`config.mk`:
```
export PLATFORM = sky130hd
export DESIGN_NAME = simple_threshold_run_ctrl
export DESIGN_NICKNAME = d
export VERILOG_FILES = /design/src/rtl/simple_threshold_ctrl_pkg.sv /design/src/rtl/simple_threshold_dl_watchdog.sv /design/src/rtl/simple_threshold_run_ctrl.sv
export SDC_FILE = /design/constraint.sdc
export NUM_CORES = 1
export LEC_CHECK = 0
export CORE_AREA = 5 5 136 112
export CTS_BUF_LIST = sky130_fd_sc_hd__clkbuf_2 sky130_fd_sc_hd__clkbuf_4 sky130_fd_sc_hd__clkbuf_8
export DETAILED_ROUTE_END_ITERATION = 7
export DIE_AREA = 0 0 141 117
export SYNTH_ARGS = -nofsm -noshare
export SYNTH_HDL_FRONTEND = slang
export SYNTH_HIERARCHICAL = 1
export SYNTH_SLANG_ARGS = --single-unit
```
`constraint.sdc`:
```
create_clock -name clock -period 5.58 [get_ports clock]
set_clock_uncertainty 0.15 [all_clocks]
set_input_delay 0.558 -clock clock [delete_from_list [all_inputs] [get_ports clock]]
set_output_delay 0.558 -clock clock [all_outputs]
set_load 0.02 [all_outputs]
```
`src/rtl/simple_threshold_ctrl_pkg.sv`:
```
// rtl/simple_threshold_ctrl_pkg.sv - shared state encoding and defaults for the simple_threshold run controller
package simple_threshold_ctrl_pkg;

   localparam logic [2:0] ST_IDLE  = 3'd0;
   localparam logic [2:0] ST_START = 3'd1;
   localparam logic [2:0] ST_RUN   = 3'd2;
   localparam logic [2:0] ST_FLUSH = 3'd3;
   localparam logic [2:0] ST_HALT  = 3'd4;

   localparam int RST_CYCLES_DEFAULT = 4;

   typedef enum logic [2:0] {
      S_IDLE  = ST_IDLE,
      S_START = ST_START,
      S_RUN   = ST_RUN,
      S_FLUSH = ST_FLUSH,
      S_HALT  = ST_HALT
   } ctrl_state_t;

endpackage

```
`src/rtl/simple_threshold_dl_watchdog.sv`:
```
// rtl/simple_threshold_dl_watchdog.sv - block persistence counter, trip compare and deadlock capture
module simple_threshold_dl_watchdog #(
   parameter int NUM_AXIS = 7,
   parameter int DL_WIDTH = 16
) (
   input  logic                clock,
   input  logic                reset,
   input  logic                active,
   input  logic                suppress,
   input  logic                block,
   input  logic [DL_WIDTH-1:0] cfg_dl_limit,
   input  logic [NUM_AXIS-1:0] axis_block_sigs,
   input  logic                err_clear,
   output logic                trip,
   output logic                dl_flag,
   output logic [NUM_AXIS-1:0] dl_snapshot,
   output logic [7:0]          dl_count
);

   localparam logic [DL_WIDTH-1:0] ONE = DL_WIDTH'(1);

   logic [DL_WIDTH-1:0] wd_cnt;
   logic [DL_WIDTH-1:0] limit_m1;
   logic                limit_hit;

   // >= rather than == so a limit lowered below the running count trips at once
   always_comb begin
      limit_m1  = cfg_dl_limit - ONE;
      limit_hit = (cfg_dl_limit != '0) && (wd_cnt >= limit_m1);
      trip      = active && block && !suppress && limit_hit;
   end

   always_ff @(posedge clock) begin
      if (reset) begin
         wd_cnt <= '0;
      end else if (!active || !block) begin
         wd_cnt <= '0;
      end else if (wd_cnt != '1) begin
         wd_cnt <= wd_cnt + ONE;
      end
   end

   // A trip outranks a coincident err_clear so the event is never lost
   always_ff @(posedge clock) begin
      if (reset) begin
         dl_flag     <= 1'b0;
         dl_snapshot <= '0;
         dl_count    <= 8'd0;
      end else begin
         if (trip) begin
            dl_flag     <= 1'b1;
            dl_snapshot <= axis_block_sigs;
         end else if (err_clear) begin
            dl_flag     <= 1'b0;
            dl_snapshot <= '0;
         end
         if (trip && (dl_count != 8'hFF)) begin
            dl_count <= dl_count + 8'd1;
         end
      end
   end

endmodule

```
`src/rtl/simple_threshold_run_ctrl.sv`:
```
// rtl/simple_threshold_run_ctrl.sv - ap_ctrl_hs run controller with deadlock watchdog and kernel flush
module simple_threshold_run_ctrl
   import simple_threshold_ctrl_pkg::*;
#(
   parameter int NUM_AXIS   = 7,
   parameter int DL_WIDTH   = 16,
   parameter int RST_CYCLES = RST_CYCLES_DEFAULT
) (
   input  logic                clock,
   input  logic                reset,
   input  logic                cfg_enable,
   input  logic                cfg_auto_restart,
   input  logic [DL_WIDTH-1:0] cfg_dl_limit,
   input  logic                err_clear,
   output logic                ap_start,
   input  logic                ap_ready,
   input  logic                ap_done,
   input  logic                ap_idle,
   input  logic                block,
   input  logic [NUM_AXIS-1:0] axis_block_sigs,
   output logic                kern_reset,
   output logic                dl_flag,
   output logic [NUM_AXIS-1:0] dl_snapshot,
   output logic [7:0]          dl_count,
   output logic [31:0]         run_count,
   output logic [2:0]          state_o
);

   localparam logic [7:0] FLUSH_LOAD = 8'(RST_CYCLES - 1);

   ctrl_state_t state;
   ctrl_state_t state_next;
   logic [7:0]  flush_cnt;
   logic        wd_active;
   logic        done_wins;
   logic        trip;

   assign wd_active = (state == S_START) || (state == S_RUN);
   assign done_wins = (state == S_RUN) && ap_done;

   simple_threshold_dl_watchdog #(
      .NUM_AXIS (NUM_AXIS),
      .DL_WIDTH (DL_WIDTH)
   ) u_watchdog (
      .clock           (clock),
      .reset           (reset),
      .active          (wd_active),
      .suppress        (done_wins),
      .block           (block),
      .cfg_dl_limit    (cfg_dl_limit),
      .axis_block_sigs (axis_block_sigs),
      .err_clear       (err_clear),
      .trip            (trip),
      .dl_flag         (dl_flag),
      .dl_snapshot     (dl_snapshot),
      .dl_count        (dl_count)
   );

   always_ff @(posedge clock) begin
      if (reset) begin
         state     <= S_IDLE;
         flush_cnt <= 8'd0;
         run_count <= 32'd0;
      end else begin
         state <= state_next;
         if (trip) begin
            flush_cnt <= FLUSH_LOAD;
         end else if ((state == S_FLUSH) && (flush_cnt != 8'd0)) begin
            flush_cnt <= flush_cnt - 8'd1;
         end
         if (done_wins) begin
            run_count <= run_count + 32'd1;
         end
      end
   end

   // cfg_enable gates only new starts; an in-flight handshake or run always completes
   always_comb begin
      state_next = state;
      case (state)
         S_IDLE: begin
            if (cfg_enable && ap_idle) state_next = S_START;
         end
         S_START: begin
            if (trip)          state_next = S_FLUSH;
            else if (ap_ready) state_next = S_RUN;
         end
         S_RUN: begin
            if (ap_done)   state_next = S_IDLE;
            else if (trip) state_next = S_FLUSH;
         end
         S_FLUSH: begin
            if (flush_cnt == 8'd0) state_next = cfg_auto_restart ? S_IDLE : S_HALT;
         end
         S_HALT: begin
            if (err_clear) state_next = S_IDLE;
         end
         default: state_next = S_IDLE;
      endcase
   end

   assign ap_start   = (state == S_START);
   assign kern_reset = (state == S_FLUSH);
   assign state_o    = state;

endmodule

```
* Word-level counts from Yosys, hierarchy flattened
Index checks and enable logic that the tools add are counted.
** Word-level totals
- Bits in registers :: 75
- Logic and storage cells :: 62
- Input port bits :: 32
** Cells by class
- Reduce and logical (&&, ||, !) cells :: 22
- Multiplexer cells :: 15
- $lt $le $gt $ge :: 1
- $add $sub $neg :: 5
- Eq/ne operators :: 11
** Operators with widths (count)
- 32-bit by 1-bit adder with 32-bit output, second input constant :: 1
- 3-bit 2-to-1 mux :: 8
- 16-bit by 1-bit adder with 16-bit output, second input constant :: 1
- 16-bit greater-or-equal comparator :: 1
- 16-bit != test, second input constant :: 1
- 16-bit nonzero test :: 1
- 16-bit by 1-bit subtractor with 16-bit output, second input constant :: 1
- 3-bit one-hot mux with 5 select lines :: 1
- 7-bit 2-to-1 mux :: 2
- 8-bit by 1-bit adder with 8-bit output, second input constant :: 1
- 1-bit logical AND :: 8
- 8-bit logical NOT :: 1
- 8-bit != test, second input constant :: 1
- 8-bit nonzero test :: 1
- 8-bit by 1-bit subtractor with 8-bit output, second input constant :: 1
- 3-bit by 2-bit equality test with 1-bit output, second input constant :: 2
- 5-bit AND reduction :: 1
- 2-bit 2-to-1 mux :: 2
- 2-bit != test, second input constant :: 2
- 2-bit nonzero test :: 2
- 2-bit OR reduction :: 2
- 3-bit by 1-bit equality test with 1-bit output, second input constant :: 1
- 3-bit equality test, second input constant :: 1
- 1-bit logical NOT :: 3
- 6 further kinds :: 8

* Logic depth before layout (Yosys ltp)
- Word-level depth :: 8
- Gate-level depth with buffers :: 16

* Modules after synthesis
The synthesis kept the hierarchy.
** Modules (own cells, without submodules)
- simple_threshold_run_ctrl :: cells an instance 259, sequential area each 860.8 µm², times used 1, area an instance 2218.4 µm²
- simple_threshold_dl_watchdog :: cells an instance 256, sequential area each 640.6 µm², times used 1, area an instance 2217.1 µm²

* Worst setup path before layout
OpenSTA, ideal clock, no wires.
- Path kind :: input to register
- From :: in cfg_dl_limit[0]
- To :: reg state[1], in the netlist state_o[1]
- Arrival time :: 3775 ps
- Cell stages on the path :: 16
- Library setup time :: 117 ps
- Path slack :: 1538 ps
- Cell sequence :: inv_1 -> ha_1 -> or3b_1 -> clkbuf_1 -> nor4_4 -> nand2_1 -> xor2_1 -> ha_1 -> a21oi_1 -> a21boi_0 -> a2111oi_4 -> nor2_1 -> inv_1 -> o211ai_1 -> and3_1 -> a32o_1
** Between the ends
- Longest elaborated chain between the ends :: 6
- Elaborated cells on any way between the ends :: 10
- Those cells by class :: add/sub: 1; order compare: 1; eq/ne: 2; mux: 2; reduce/logical: 4
** RTL lines
- from (decl) :: RTL line simple_threshold_run_ctrl.sv:13 : input logic [DL_WIDTH-1:0] cfg_dl_limit,
- 16-bit by 1-bit subtractor with 16-bit output :: RTL line simple_threshold_dl_watchdog.sv:28 : limit_m1 = cfg_dl_limit - ONE;
- 16-bit greater-or-equal comparator :: RTL line simple_threshold_dl_watchdog.sv:29 : limit_hit = (cfg_dl_limit != '0) && (wd_cnt >= limit_m1);
- 1-bit logical AND * :: RTL line simple_threshold_dl_watchdog.sv:29
- 1-bit logical AND * :: RTL line simple_threshold_dl_watchdog.sv:30 : trip = active && block && !suppress && limit_hit;
- net trip :: RTL line simple_threshold_run_ctrl.sv:36 : logic trip;
- 3-bit by 2-bit != test with 1-bit output (no line) (tied with other cells)
- 5-bit AND reduction (no line) / 3-bit one-hot mux with 5 select lines (equally long branches)
- to (signal assigned) :: RTL line simple_threshold_run_ctrl.sv:65 : state <= state_next;
- to (decl) :: RTL line simple_threshold_run_ctrl.sv:31 : ctrl_state_t state;
Mark *: on every way through the listed nets, which the timed path passes. The rest lies on a longest branch.
A chain may end at the register's enable or synchronous reset.

* Worst setup path in the final report
Ends and elaborated chain as after synthesis.

==> out/metrics.csv <==
metric,value,unit
min_path_type,flop to flop,
std_cell_rows,39,
gp_congestion,0.7495,
ys_seq_area_share,33.85,%
run_status,"complete, no violations",
area_growth,26.40,%
maxUsedRoutingLayer,met4,
place_area,0.005385,sq mm
crit_fanout,18,
stdcell_area,0.005607,sq mm
antenna_found_initial,0,
synth_warnings,6,
period_needed,4.420,ns
grt_pass1_wl,18.39,mm
hold_buffers,0,
dieArea,0.01650,sq mm
drtAntennaViolNets,0,
cap_violations,0,
irDropWorstVdd,0.1322,mV
synth_edf_count,0,
maxSlewViolCount,0,
track_usage,13.53,%
drcViolationCount,0,
ios,85,
first_iter_violations,211,
tightest_slew,0.6881,ns
grt_pass1_vias,3927,
min_path_cells,2,
cp.arrival,4.53,ns
crit_chain,"clkdlybuf4s50_1, inv_1, ha_1, or3b_1, nor4_4, nand2_1, xor2_1, ha_1, a21oi_1, a21boi_0, a2111oi_4, buf_4, nor2_1, inv_1, o211ai_1, and3_1, a32o_1",
m1WireLength,5.331,mm
cts_max_level,3,
postSynthCellCount,515,
insertion_delay,0.36,ns
grt_max_degree,62,
cp.depth,17,
post-route-period-util,79.21,%
power_leakage,1.850,nW
cts_buffers,9,
routed_wl,11.15,mm
drive_gt1_share,8.829,%
p_per_area,222.0,mW/mm^2
cts_tree,yes,
path_clk_slew,0.07,ns
clockBufferDepth,2,
post_cts_resized,0,
end_kind,flop,
cpPeakStageDelay,0.49,ns
cp-start-kind,primary input,
slowest_stage,or3b_1,
firstDrtPassIters,4,
root_buffer,clkbuf_8,
clock_sinks,75,
path_class,primary input to flop,
met2WireLength,5.161,mm
port_buffers,84,
die_y,117,um
dr_wl_met3,506,um
synthArstFlopShare,0,%
syn_area_per_cell,8.613,sq um
path_buf_inv,4,
rr_worst_depth,12,
wire_per_inst,14.42,um
synth_nets,569,
rsz0062_at_grt,no,
setup_tns,0,ns
post-cts-setup-buffers,0,
initial_core_util,32.01,%
max_freq,0.2262,GHz
grt_overflow,0,
routed-via-count,4016,
synth_ff_type,dfxtp_1,
synth_area,0.004436,sq mm
critical_path_required,5.69,ns
ys_seq_elements,75,
relSlewSlack,54.13,%
dp_hpwl,8.148,mm
viasPerCell,5.195,
synth_cell_types,59,
hold_viol,0,
die_w,141,um
nNetsFinal,641,
core_area,0.01386,sq mm
setup_viol,0,
cp_top_family,simple AND/OR/NAND/NOR gates,
diodes,0,
## logic make-up (layout without fill, tap and decap cells)
kind of cell,Yosys count,count (layout),synth area share [%]
mux,9,9,2.257
fa+ha+maj,22,22,6.206
simple gates,225,225,28.97
buf+inv,41,115,4.316
flops,75,75,33.85
compound gates,103,103,16.50
xor+xnor,40,40,7.899
## power by group
| part | switching (mW) | leakage (nW) | internal (mW) |
|---|---|---|---|
| Clock | 0.198 | 0.112 | 0.295 |
| Sequential | 0.0182 | 0.604 | 0.542 |
| Combinational | 0.107 | 1.13 | 0.0847 |
| Total | 0.323 | 1.85 | 0.922 |
## area by class of cell
cell class,count,area [sq um]
Fill cell,1416,8252
Multi-Input combinational cell,399,2743
Timing Repair Buffer,86,850.8
Sequential cell,75,1501
Clock inverter,3,90.09
Clock buffer,10,131.4
Tap cell,184,230.2
Inverter,16,60.06
## per-stage QoR
stage / instances / hold slack (ns) / utilization [%] / total power [mW] / worst slack, ns
final: 773 / 0.3615 / 40.46 / 1.245 / 1.160
after global placement: 760 / 0.3435 / 38.86 / 0.7624 / 0.9405
after CTS: 773 / 0.3672 / 40.46 / 1.262 / 1.160
after global routing: 773 / 0.3964 / 40.46 / 1.301 / 0.8866
after detailed placement: 760 / 0.3580 / 38.86 / 0.7668 / 0.7814
after floorplan: 515 / 0.3317 / - / 0.6987 / 1.538
## state kept, by name (all words and copies together) (netlist names)
signal / count
flush_cnt: 8
u_watchdog/dl_snapshot: 7
u_watchdog/dl_count: 8
run_count: 32
state_o: 3
u_watchdog/wd_cnt: 16
u_watchdog/dl_flag: 1
## path summary, 6_finish.rpt
check	from	endpoint	slack, ns
worst min-delay path	run_count[21]$_SDFFE_PP0P_	run_count[21]$_SDFFE_PP0P_	0.36
worst min register to register	run_count[21]$_SDFFE_PP0P_	run_count[21]$_SDFFE_PP0P_	0.36
worst max-delay path	cfg_dl_limit[0]	state_o[1]$_SDFFE_PP0P_	1.16
worst max register to register	u_watchdog/wd_cnt[0]$_SDFFE_PP0P_	state_o[1]$_SDFFE_PP0P_	2.36
## cells in the final DEF, fill, tap and decap left out, types with 9 or more instances in the layout
master	Yosys	final
xnor2_1	15	15
a21oi_2	11	11
or3_1	10	10
ha_1	22	22
a21oi_1	31	31
inv_1	16	16
nand3_1	29	29
clkbuf_8	0	9
nand4_1	20	20
nor2b_1	13	13
o31ai_1	16	16
or4_1	17	17
nor2_1	53	53
dfxtp_1	75	75
nand2_1	23	23
xor2_1	25	25
clkdlybuf4s50_1	0	83
nor3_1	12	12
## routing by layer
| layer | vias to the layer above | GRT usage, % |
|---|---|---|
| li1 | 2038 | - |
| met1 | 1887 | 17.23 |
| met2 | 82 | 22.51 |
| met3 | 9 | 4.143 |
| met4 | 0 | 3.615 |
| met5 | - | 0 |
## synth_stat cells, types with 6 or more instances
library cell / number / share of area (%)
dfxtp_1: 75 / 34
nor2_1: 53 / 4.5
a21oi_1: 31 / 3.5
nand3_1: 29 / 3.3
xor2_1: 25 / 4.9
nand2_1: 23 / 1.9
ha_1: 22 / 6.2
nand4_1: 20 / 2.8
or4_1: 17 / 2.9
inv_1: 16 / 1.4
o31ai_1: 16 / 2.7
xnor2_1: 15 / 3.0
clkbuf_1: 14 / 1.2
nor2b_1: 13 / 1.8
nor3_1: 12 / 1.4
a21oi_2: 11 / 2.2
or3_1: 10 / 1.4
and3_1: 8 / 1.1
and4_1: 8 / 1.6
nor4_1: 8 / 1.1
o21ai_0: 8 / 0.90
buf_2: 6 / 0.68
o21ai_1: 6 / 0.68
## worst reg2reg max path, cell delays in order, from the launching register on
cell	delay [ns]
dfxtp_1	0.48
inv_1	0.08
ha_1	0.27
nand2b_4	0.15
a2111oi_4	0.35
o21ai_2	0.15
a2111oi_4	0.36
buf_4	0.28
nor2_1	0.10
inv_1	0.14
o211ai_1	0.12
and3_1	0.23
a32o_1	0.25
Power figures use the tool's default switching activity.
